**config.mk**
```make
export PLATFORM = sky130hd
export DESIGN_NAME = sc_mul_rot_seq
export DESIGN_NICKNAME = d
export VERILOG_FILES = /design/src/rtl/sc_mul_rot_seq.sv
export SDC_FILE = /design/constraint.sdc
export NUM_CORES = 1
export LEC_CHECK = 0
export ABC_AREA = 0
export CORE_ASPECT_RATIO = 0.7
export CORE_MARGIN = 5
export CORE_UTILIZATION = 45
export CTS_BUF_LIST = sky130_fd_sc_hd__clkbuf_8
export DETAILED_ROUTE_END_ITERATION = 10
export PLACE_DENSITY = 0.71
export SETUP_SLACK_MARGIN = 0.2
export SLEW_MARGIN = 25
export SYNTH_ARGS = -nofsm -noshare
export SYNTH_HDL_FRONTEND = slang
export SYNTH_SLANG_ARGS = --single-unit
```
**constraint.sdc**
```tcl
create_clock -name clk -period 6 [get_ports clk]
set_clock_uncertainty 0.1 [all_clocks]
set_input_delay 1.2 -clock clk [delete_from_list [all_inputs] [get_ports clk]]
set_output_delay 1.2 -clock clk [all_outputs]
set_load 0.02 [all_outputs]
```
**src/rtl/sc_mul_rot_seq.sv**
```systemverilog
// Stochastic-computing unipolar multiplier: two LFSR streams with rotation pair every A value with every B value once.
// Optional abort input is compiled in when SC_MUL_ABORT_EN is defined.
module sc_mul_rot_seq #(
    parameter int                DATAWD = 8,
    parameter logic [DATAWD-1:0] SEED_A = {DATAWD{1'b1}},
    parameter logic [DATAWD-1:0] SEED_B = {DATAWD{1'b1}}
) (
    input  logic                  clk,
    input  logic                  rst,
    input  logic [DATAWD-1:0]     iA,
    input  logic [DATAWD-1:0]     iB,
    input  logic                  start,
`ifdef SC_MUL_ABORT_EN
    input  logic                  abort,
`endif
    output logic                  ready,
    output logic                  busy,
    output logic                  done,
    output logic [2*DATAWD-1:0]   oC
);

    localparam logic [1:0] ST_IDLE = 2'd0;
    localparam logic [1:0] ST_RUN  = 2'd1;
    localparam logic [1:0] ST_DONE = 2'd2;

    // Feedback tap mask, bit (t-1) set for tap position t of the maximal-length polynomial.
    function automatic logic [9:0] tap_mask(input int width);
        logic [9:0] m;
        case (width)
            4:       m = 10'h00C;
            5:       m = 10'h014;
            6:       m = 10'h030;
            7:       m = 10'h060;
            8:       m = 10'h0B8;
            9:       m = 10'h110;
            10:      m = 10'h240;
            default: m = 10'h00C;
        endcase
        return m;
    endfunction

    localparam logic [9:0] TAPS = tap_mask(DATAWD);

    function automatic logic [DATAWD-1:0] lfsr_step(input logic [DATAWD-1:0] v);
        logic fb;
        fb = ^(v & TAPS[DATAWD-1:0]);
        return {v[DATAWD-2:0], fb};
    endfunction

    logic [1:0]          state_r;
    logic [DATAWD-1:0]   buf_a_r;
    logic [DATAWD-1:0]   buf_b_r;
    logic [DATAWD-1:0]   lfsr_a_r;
    logic [DATAWD-1:0]   lfsr_b_r;

    logic [DATAWD-1:0]   lfsr_a_nxt_s;
    logic [DATAWD-1:0]   lfsr_b_nxt_s;
    logic                a_wrap_s;
    logic                last_s;
    logic                hit_s;
    logic                abort_s;
    logic [2*DATAWD-1:0] inc_s;

    // Stream compare and end-of-run detection; the run ends when both streams wrap together.
    always_comb begin
        lfsr_a_nxt_s = lfsr_step(lfsr_a_r);
        lfsr_b_nxt_s = lfsr_step(lfsr_b_r);
        a_wrap_s     = (lfsr_a_nxt_s == SEED_A);
        last_s       = a_wrap_s && (lfsr_b_nxt_s == SEED_B);
        hit_s        = (buf_a_r > lfsr_a_r) && (buf_b_r > lfsr_b_r);
        inc_s        = {{(2*DATAWD-1){1'b0}}, hit_s};
`ifdef SC_MUL_ABORT_EN
        abort_s      = abort;
`else
        abort_s      = 1'b0;
`endif
    end

    // Control FSM, datapath registers and registered status outputs.
    always_ff @(posedge clk) begin
        if (rst) begin
            state_r  <= ST_IDLE;
            buf_a_r  <= {DATAWD{1'b0}};
            buf_b_r  <= {DATAWD{1'b0}};
            lfsr_a_r <= SEED_A;
            lfsr_b_r <= SEED_B;
            oC       <= {(2*DATAWD){1'b0}};
            ready    <= 1'b1;
            busy     <= 1'b0;
            done     <= 1'b0;
        end else begin
            case (state_r)
                ST_IDLE, ST_DONE: begin
                    if (start) begin
                        state_r  <= ST_RUN;
                        buf_a_r  <= iA;
                        buf_b_r  <= iB;
                        lfsr_a_r <= SEED_A;
                        lfsr_b_r <= SEED_B;
                        oC       <= {(2*DATAWD){1'b0}};
                        ready    <= 1'b0;
                        busy     <= 1'b1;
                        done     <= 1'b0;
                    end else begin
                        state_r  <= ST_IDLE;
                        ready    <= 1'b1;
                        busy     <= 1'b0;
                        done     <= 1'b0;
                    end
                end
                ST_RUN: begin
                    oC       <= oC + inc_s;
                    lfsr_a_r <= lfsr_a_nxt_s;
                    if (a_wrap_s) begin
                        lfsr_b_r <= lfsr_b_nxt_s;
                    end else begin
                        lfsr_b_r <= lfsr_b_r;
                    end
                    if (abort_s) begin
                        state_r <= ST_IDLE;
                        ready   <= 1'b1;
                        busy    <= 1'b0;
                        done    <= 1'b0;
                    end else if (last_s) begin
                        state_r <= ST_DONE;
                        ready   <= 1'b1;
                        busy    <= 1'b0;
                        done    <= 1'b1;
                    end else begin
                        state_r <= ST_RUN;
                        ready   <= 1'b0;
                        busy    <= 1'b1;
                        done    <= 1'b0;
                    end
                end
                default: begin
                    state_r <= ST_IDLE;
                    ready   <= 1'b1;
                    busy    <= 1'b0;
                    done    <= 1'b0;
                end
            endcase
        end
    end

endmodule

```
==> impl_metrics.py, run 1 <==
metrics = {
    "place": {
        "dp_hpwl_um": 4040,
        "gp_congestion": 0.841,
        "dp_worst_setup_slack_ps": 2260,
        "dp_cells": 395,
        "port_buffers": 37,
        "place_area_mm2": 0.00292,
    },
    "sta": {
        "fmax_mhz": 333,
        "slew_violations": 0,
        "finalSetupViolCount": 0,
        "holdWs_ps": 361,
        "hold_violations": 0,
        "max-slew-margin-rel": 0.443,
        "min_period_ps": 3000,
        "timing.final.ws_setup_ps": 3000,
        "rsz0062_at_grt": "false",
        "tightest_slew_ps": 830,
        "tns_ps": 0,
        "post-route-period-util": 0.500,
    },
    "worst_setup_path": {
        "critPathLaunchType": "register",
        "crit_path_max_incr_delay_ps": 380,
        "crit_chain": "inv_1 -> ha_1 -> nor2b_1 -> o211ai_1 -> a21oi_1 -> a211oi_1 -> nor3_1 -> ha_1 -> nand3b_1 -> nor4_2 -> nand3_1 -> nand4b_1 -> o31ai_1",
        "crit_top_cell": "ha_1",
        "slowest_stage": "nor4_2",
        "crit_type": "register to register",
        "endpoint_kind": "register",
        "worst-path-max-fanout": 8,
        "worst_ep_required_time_ps": 6060,
        "crit_arrival_ps": 3060,
    },
    "power": {
        "leakagePower_nw": 1.24,
        "irDropWorstVdd_mv": 0.111,
        "finalPower_mw": 0.663,
        "power_density_mw_per_mm2": 219,
    },
    "yosys": {
        "yosysWarnings": 0,
        "ys_types": 48,
        "avgSynthCellArea_um2": 8.49,
        "syn-instance-count": 297,
        "async_flop_share": 0,
        "seq_area_frac_synth": 0.413,
        "ys_ff_latch": 52,
        "synth-main-ff-cell": "dfxtp_1",
        "synth_area_leaders": "dfxtp_1 41%, ha_1 8.9%, a21oi_1 6.6%",
        "netlist_area_mm2": 0.00252,
        "synth_area_leader_cell": "dfxtp_1",
        "synthesis.nets": 334,
        "synth-edff-count": 0,
        "yosysTopAreaCellShare": 0.413,
    },
    "cts": {
        "clockRootBuffer": "clkbuf_8",
        "ctsLongestPathBuffers": 2,
        "cts_tree": "yes",
        "htreeDepth": 2,
        "postCtsHoldBufs": 0,
        "cts_num_sinks": 52,
        "clock_latency_ps": 310,
        "post_cts_buffers": 0,
        "clk_pin_slew_ps": 90,
        "cts_buffers": 5,
        "cts.repair.resized": 0,
    },
    "global_routing": {
        "grt_max_degree": 28,
        "grt-ovfl-total": 0,
        "antenna_found_initial": 0,
        "grt_pass1_vias": 1978,
        "grt_pass1_wl_um": 9340,
        "grt_usage": 0.160,
    },
    "routing": {
        "dr.pass1.iters": 5,
        "routed_wl_um": 5590,
        "drcViolationCount": 0,
        "ant_nets": 0,
        "drt-wirelength-per-cell_um": 13.9,
        "routed_via_density": 5.34,
        "first_iter_violations": 95,
        "num_vias": 2152,
    },
    "flow_run": {
        "maxCapViolations": 0,
    },
    "floorplanning": {
        "die_h_um": 72.6,
        "io_pins": 38,
        "core_mm2": 0.00534,
        "die_x_um": 99.5,
        "dieArea_mm2": 0.00722,
        "fp-row-count": 22,
        "start_util": 0.472,
    },
    "run_status": {
        "status": "finished clean",
    },
    "layout": {
        "antenna_cells": 0,
        "stdcell_count": 403,
        "mostFrequentLayoutCells": "52 x dfxtp_1, 44 x nand2_1, 37 x clkdlybuf4s50_1",
        "fin_area_mm2": 0.00303,
        "fin_util": 0.568,
        "final_common_cell": "dfxtp_1",
        "fin_nets": 367,
        "drive_gt1_frac": 0.0574,
        "area_growth_pct": 20.3,
    },
    "hold_path": {
        "hold_path_class": "register to register",
    },
}
==> report_power, final <==
part	switching [mW]	internal (mW)
Clock	0.114	0.122
Combinational	0.0382	0.0273
Sequential	0.00635	0.355
==> per-layer routing <==
layer / GRT usage / wire [um] / share of wire / vias to the layer above
li1: - / - / - / 1105
met2: 0.242 / 2300 / 0.41 / 63
met1: 0.225 / 2840 / 0.51 / 979
met3: 0.0449 / 402 / 0.072 / 5
met4: 0.0409 / 52 / 0.0093 / 0
met5: 0 / 0 / 0 / -
==> flip-flops by register name, summed over array words and instances (netlist names) <==
register	flops
oC	16
buf_a_r	8
buf_b_r	8
lfsr_a_r	8
lfsr_b_r	8
state_r	2
done	1
ready	1
==> cell usage after synthesis, drive strengths merged, types with 3 or more instances <==
cell type,count
dfxtp,52
nand2,44
a21oi,33
nor2,19
ha,18
inv,17
nor3,12
clkbuf,10
nand3,9
nand4,8
or2,7
a22oi,6
xnor2,6
nand4b,5
o31ai,5
nand2b,4
nor2b,4
o211ai,4
o21ai,4
and3,3
buf,3
or4,3
==> area by class of cell <==
type	count	area (um2)
clock buffers	5	68.8
clock inverters	3	38.8
fillers	511	2310
inverters	17	63.8
multi-input cells	215	1350
flip-flops and latches	52	1040
well taps	72	90.1
repair buffers	39	385
==> cell families (layout without fill, tap and decap cells) <==
kind of cell    Yosys count  count (layout)  share of synthesized area
xor+xnor                  7               7                     0.0273
simple gates            125             125                      0.255
mux                       3               3                     0.0129
flops                    52              52                      0.413
compound gates           62              62                      0.148
fa+ha+maj                18              18                     0.0893
buf+inv                  30              64                     0.0546
==> critical path, delay by kind of cell, from the launching register on <==
family / cells / cell delay [ps]
flops: 1 / 370
simple gates: 6 / 1370
fa+ha+maj: 2 / 540
compound gates: 4 / 420
buf+inv: 1 / 70
==> path summary, 6_finish.rpt <==
path                    start    endpoint  slack [ps]  depth (start not counted)
hold / removal     buf_a_r[0]  buf_a_r[0]         360                          2
setup reg to reg  lfsr_b_r[1]      oC[15]        3000                         13
setup / recovery  lfsr_b_r[1]      oC[15]        3000                         13
hold reg to reg    buf_a_r[0]  buf_a_r[0]         360                          2
Note: power is estimated with default switching activity, not from simulation.
==> inputs of run 2 (changes only) <==
Clock period 6 ns to 2.87 ns, I/O delays scaled along.
==> run 2 against run 1 <==
Net effect: global-route usage is 0.25 points higher; design area grew 3.8%; register-to-register slack worse by 2800 ps; non-clock buffer count grew 6; final cell count is 1.5% higher; power up 100%; critical path depth is 2 lower; setup slack got worse by 2800 ps; clock-buffer cell count did not move; core utilization rose by 2.2 points; worst hold slack worse by 1.0 ps; routed wire length up 4.2%; critical endpoint is now oC[7].
==> impl_metrics.py, run 2 (same netlist as run 1, synthesis figures left out) <==
metrics = {
    "run_status": {
        "status": "finished clean",
    },
    "flow_run": {
        "maxCapViolations": 0,
    },
    "worst_setup_path": {
        "r2r_end": "oC[7]",
        "crit_arrival_ps": 2830,
        "ff2ff_path_depth": 11,
        "worst-path-max-fanout": 6,
        "critPathLaunchType": "register",
        "crit_chain": "inv_1 -> ha_1 -> nand4_1 -> a21oi_1 -> a211oi_2 -> nor3_2 -> ha_2 -> nand3b_1 -> buf_6 -> or4_4 -> a21oi_2",
        "slowest_stage": "or4_4",
        "crit_type": "register to register",
        "worst-r2r-setup-slack_ps": 200,
        "startpoint": "lfsr_b_r[6]",
        "endpoint_kind": "register",
        "r2r-start": "lfsr_b_r[6]",
        "crit_path_max_incr_delay_ps": 410,
        "worst_ep_required_time_ps": 3020,
    },
    "power": {
        "power.switching_mw": 0.351,
        "seq_power_share": 0.570,
        "irDropWorstVdd_mv": 0.278,
        "power_density_mw_per_mm2": 421,
        "p_clk_frac": 0.322,
        "switching_share": 0.265,
        "power_frac_comb": 0.108,
        "internal_power_mw": 0.975,
        "leakagePower_nw": 1.25,
    },
    "hold_path": {
        "hp-start": "buf_b_r[0]",
        "worst_hold_path.endpoint": "buf_b_r[0]",
        "hold_path_class": "register to register",
        "holdPathStages": 2,
    },
    "routing": {
        "routed_wl_um": 5830,
        "ant_nets": 0,
        "dr.pass1.iters": 4,
        "num_vias": 2165,
        "drcViolationCount": 0,
        "first_iter_violations": 74,
        "drt-wirelength-per-cell_um": 14.2,
        "routed_via_density": 5.29,
    },
    "sta": {
        "fmax_mhz": 374,
        "hold_violations": 0,
        "slew_violations": 0,
        "tns_ps": 0,
        "rsz0062_at_grt": "true",
        "min_period_ps": 2670,
        "max-slew-margin-rel": 0.439,
        "tightest_slew_ps": 838,
        "finalSetupViolCount": 0,
        "post-route-period-util": 0.931,
    },
    "cts": {
        "clock_latency_ps": 320,
        "postCtsHoldBufs": 0,
        "cts_num_sinks": 52,
        "cts_buffers": 5,
        "ctsLongestPathBuffers": 2,
        "cts_tree": "yes",
        "clockRootBuffer": "clkbuf_8",
        "clk_pin_slew_ps": 90,
        "htreeDepth": 2,
    },
    "layout": {
        "antenna_cells": 0,
        "fin_util": 0.590,
        "top_register": "oC",
        "fin_nets": 373,
        "largest_reg_flops": 16,
        "area_growth_pct": 24.9,
        "drive_gt1_frac": 0.134,
        "fill_cells": 492,
        "mostFrequentLayoutCells": "44 x nand2_1, 44 x dfxtp_1, 37 x clkdlybuf4s50_1",
        "stdcell_count": 409,
    },
    "floorplanning": {
        "start_util": 0.472,
        "io_pins": 38,
        "fp-row-count": 22,
        "die_h_um": 72.6,
        "core_mm2": 0.00534,
        "dieArea_mm2": 0.00722,
        "die_x_um": 99.5,
    },
    "global_routing": {
        "grt_max_degree": 40,
        "grt_pass1_vias": 2107,
        "grt_pass1_wl_um": 9530,
        "grt_usage": 0.162,
        "grt-ovfl-total": 0,
        "antenna_found_initial": 0,
    },
    "place": {
        "dp_cells": 397,
        "port_buffers": 37,
        "gp_congestion": 0.883,
        "dp_hpwl_um": 4080,
    },
}
[run 2: cell types whose count changed in the layout (fill, tap and decap cells not counted), moves of 2 or more]
cell        change
buf_4           +5
clkinvlp_4      +2
dfxtp_1         -8
dfxtp_2         +8
ha_1            -4
ha_4            +3
inv_1           -3
inv_2           +2
[run 2: power by group through the flow]
stage | Combinational (mW) | Sequential [mW] | Clock [mW]
after CTS | 0.139 | 0.755 | 0.442
after floorplan | 0.0867 | 0.772 | 0
final | 0.143 | 0.756 | 0.427
after detailed placement | 0.138 | 0.772 | 0
after global routing | 0.159 | 0.759 | 0.469
after global placement | 0.136 | 0.772 | 0
[run 2: critical path, delay by kind of cell, from the launching register on]
kind	cells	cell delay [ps]
and+or+nand+nor	4	970
adders and majority gates	2	540
AOI/OAI and AO/OA	3	390
DFF	1	360
buffers and inverters	2	250
[run 2: layer usage]
layer | vias up | track usage | routed length, um
li1 | 1115 | - | -
met1 | 989 | 0.227 | 2960
met2 | 51 | 0.245 | 2460
met3 | 10 | 0.0420 | 323
met4 | 0 | 0.0530 | 84
met5 | - | 0 | 0
[run 2: layout make-up]
| class | instances | area, um2 | area share |
|---|---|---|---|
| multi-input combinational | 215 | 1420 | 0.450 |
| sequential | 52 | 1050 | 0.334 |
| timing repair buffer | 45 | 434 | 0.138 |
| inverter | 17 | 63.8 | 0.0203 |
| clock inverter | 3 | 23.8 | 0.00755 |
| tap | 72 | 90.1 | 0.0286 |
| clock buffer | 5 | 68.8 | 0.0219 |
[run 2: how the worst max path moves through the flow]
stage,slack (ps),cells after the start,to
6_report,200,11,oC[7]
2_1_floorplan,430,13,oC[13]
3_5_place_dp,160,12,oC[7]
4_1_cts,210,12,oC[7]
5_1_grt,80,12,oC[11]
3_3_place_gp,220,12,oC[13]
[run 2: stage by stage]
step / hold slack, ps / total power [mW] / worst slack (ps) / instance area [um2]
floorplan: 336 / 0.859 / 431 / 2520
global placement: 347 / 0.908 / 224 / 2940
detailed placement: 349 / 0.910 / 159 / 2940
CTS: 363 / 1.34 / 213 / 3040
global route: 379 / 1.39 / 81.5 / 3150
finish: 360 / 1.33 / 199 / 3150
[run 2: what timing repair did]
item / 4_1_cts / 5_1_grt
gates resized for setup: 1 / 21
gates cloned: 0 / 0
setup endpoints to repair: 7 / 10
setup buffers: 0 / 4
pin swaps: 0 / 10
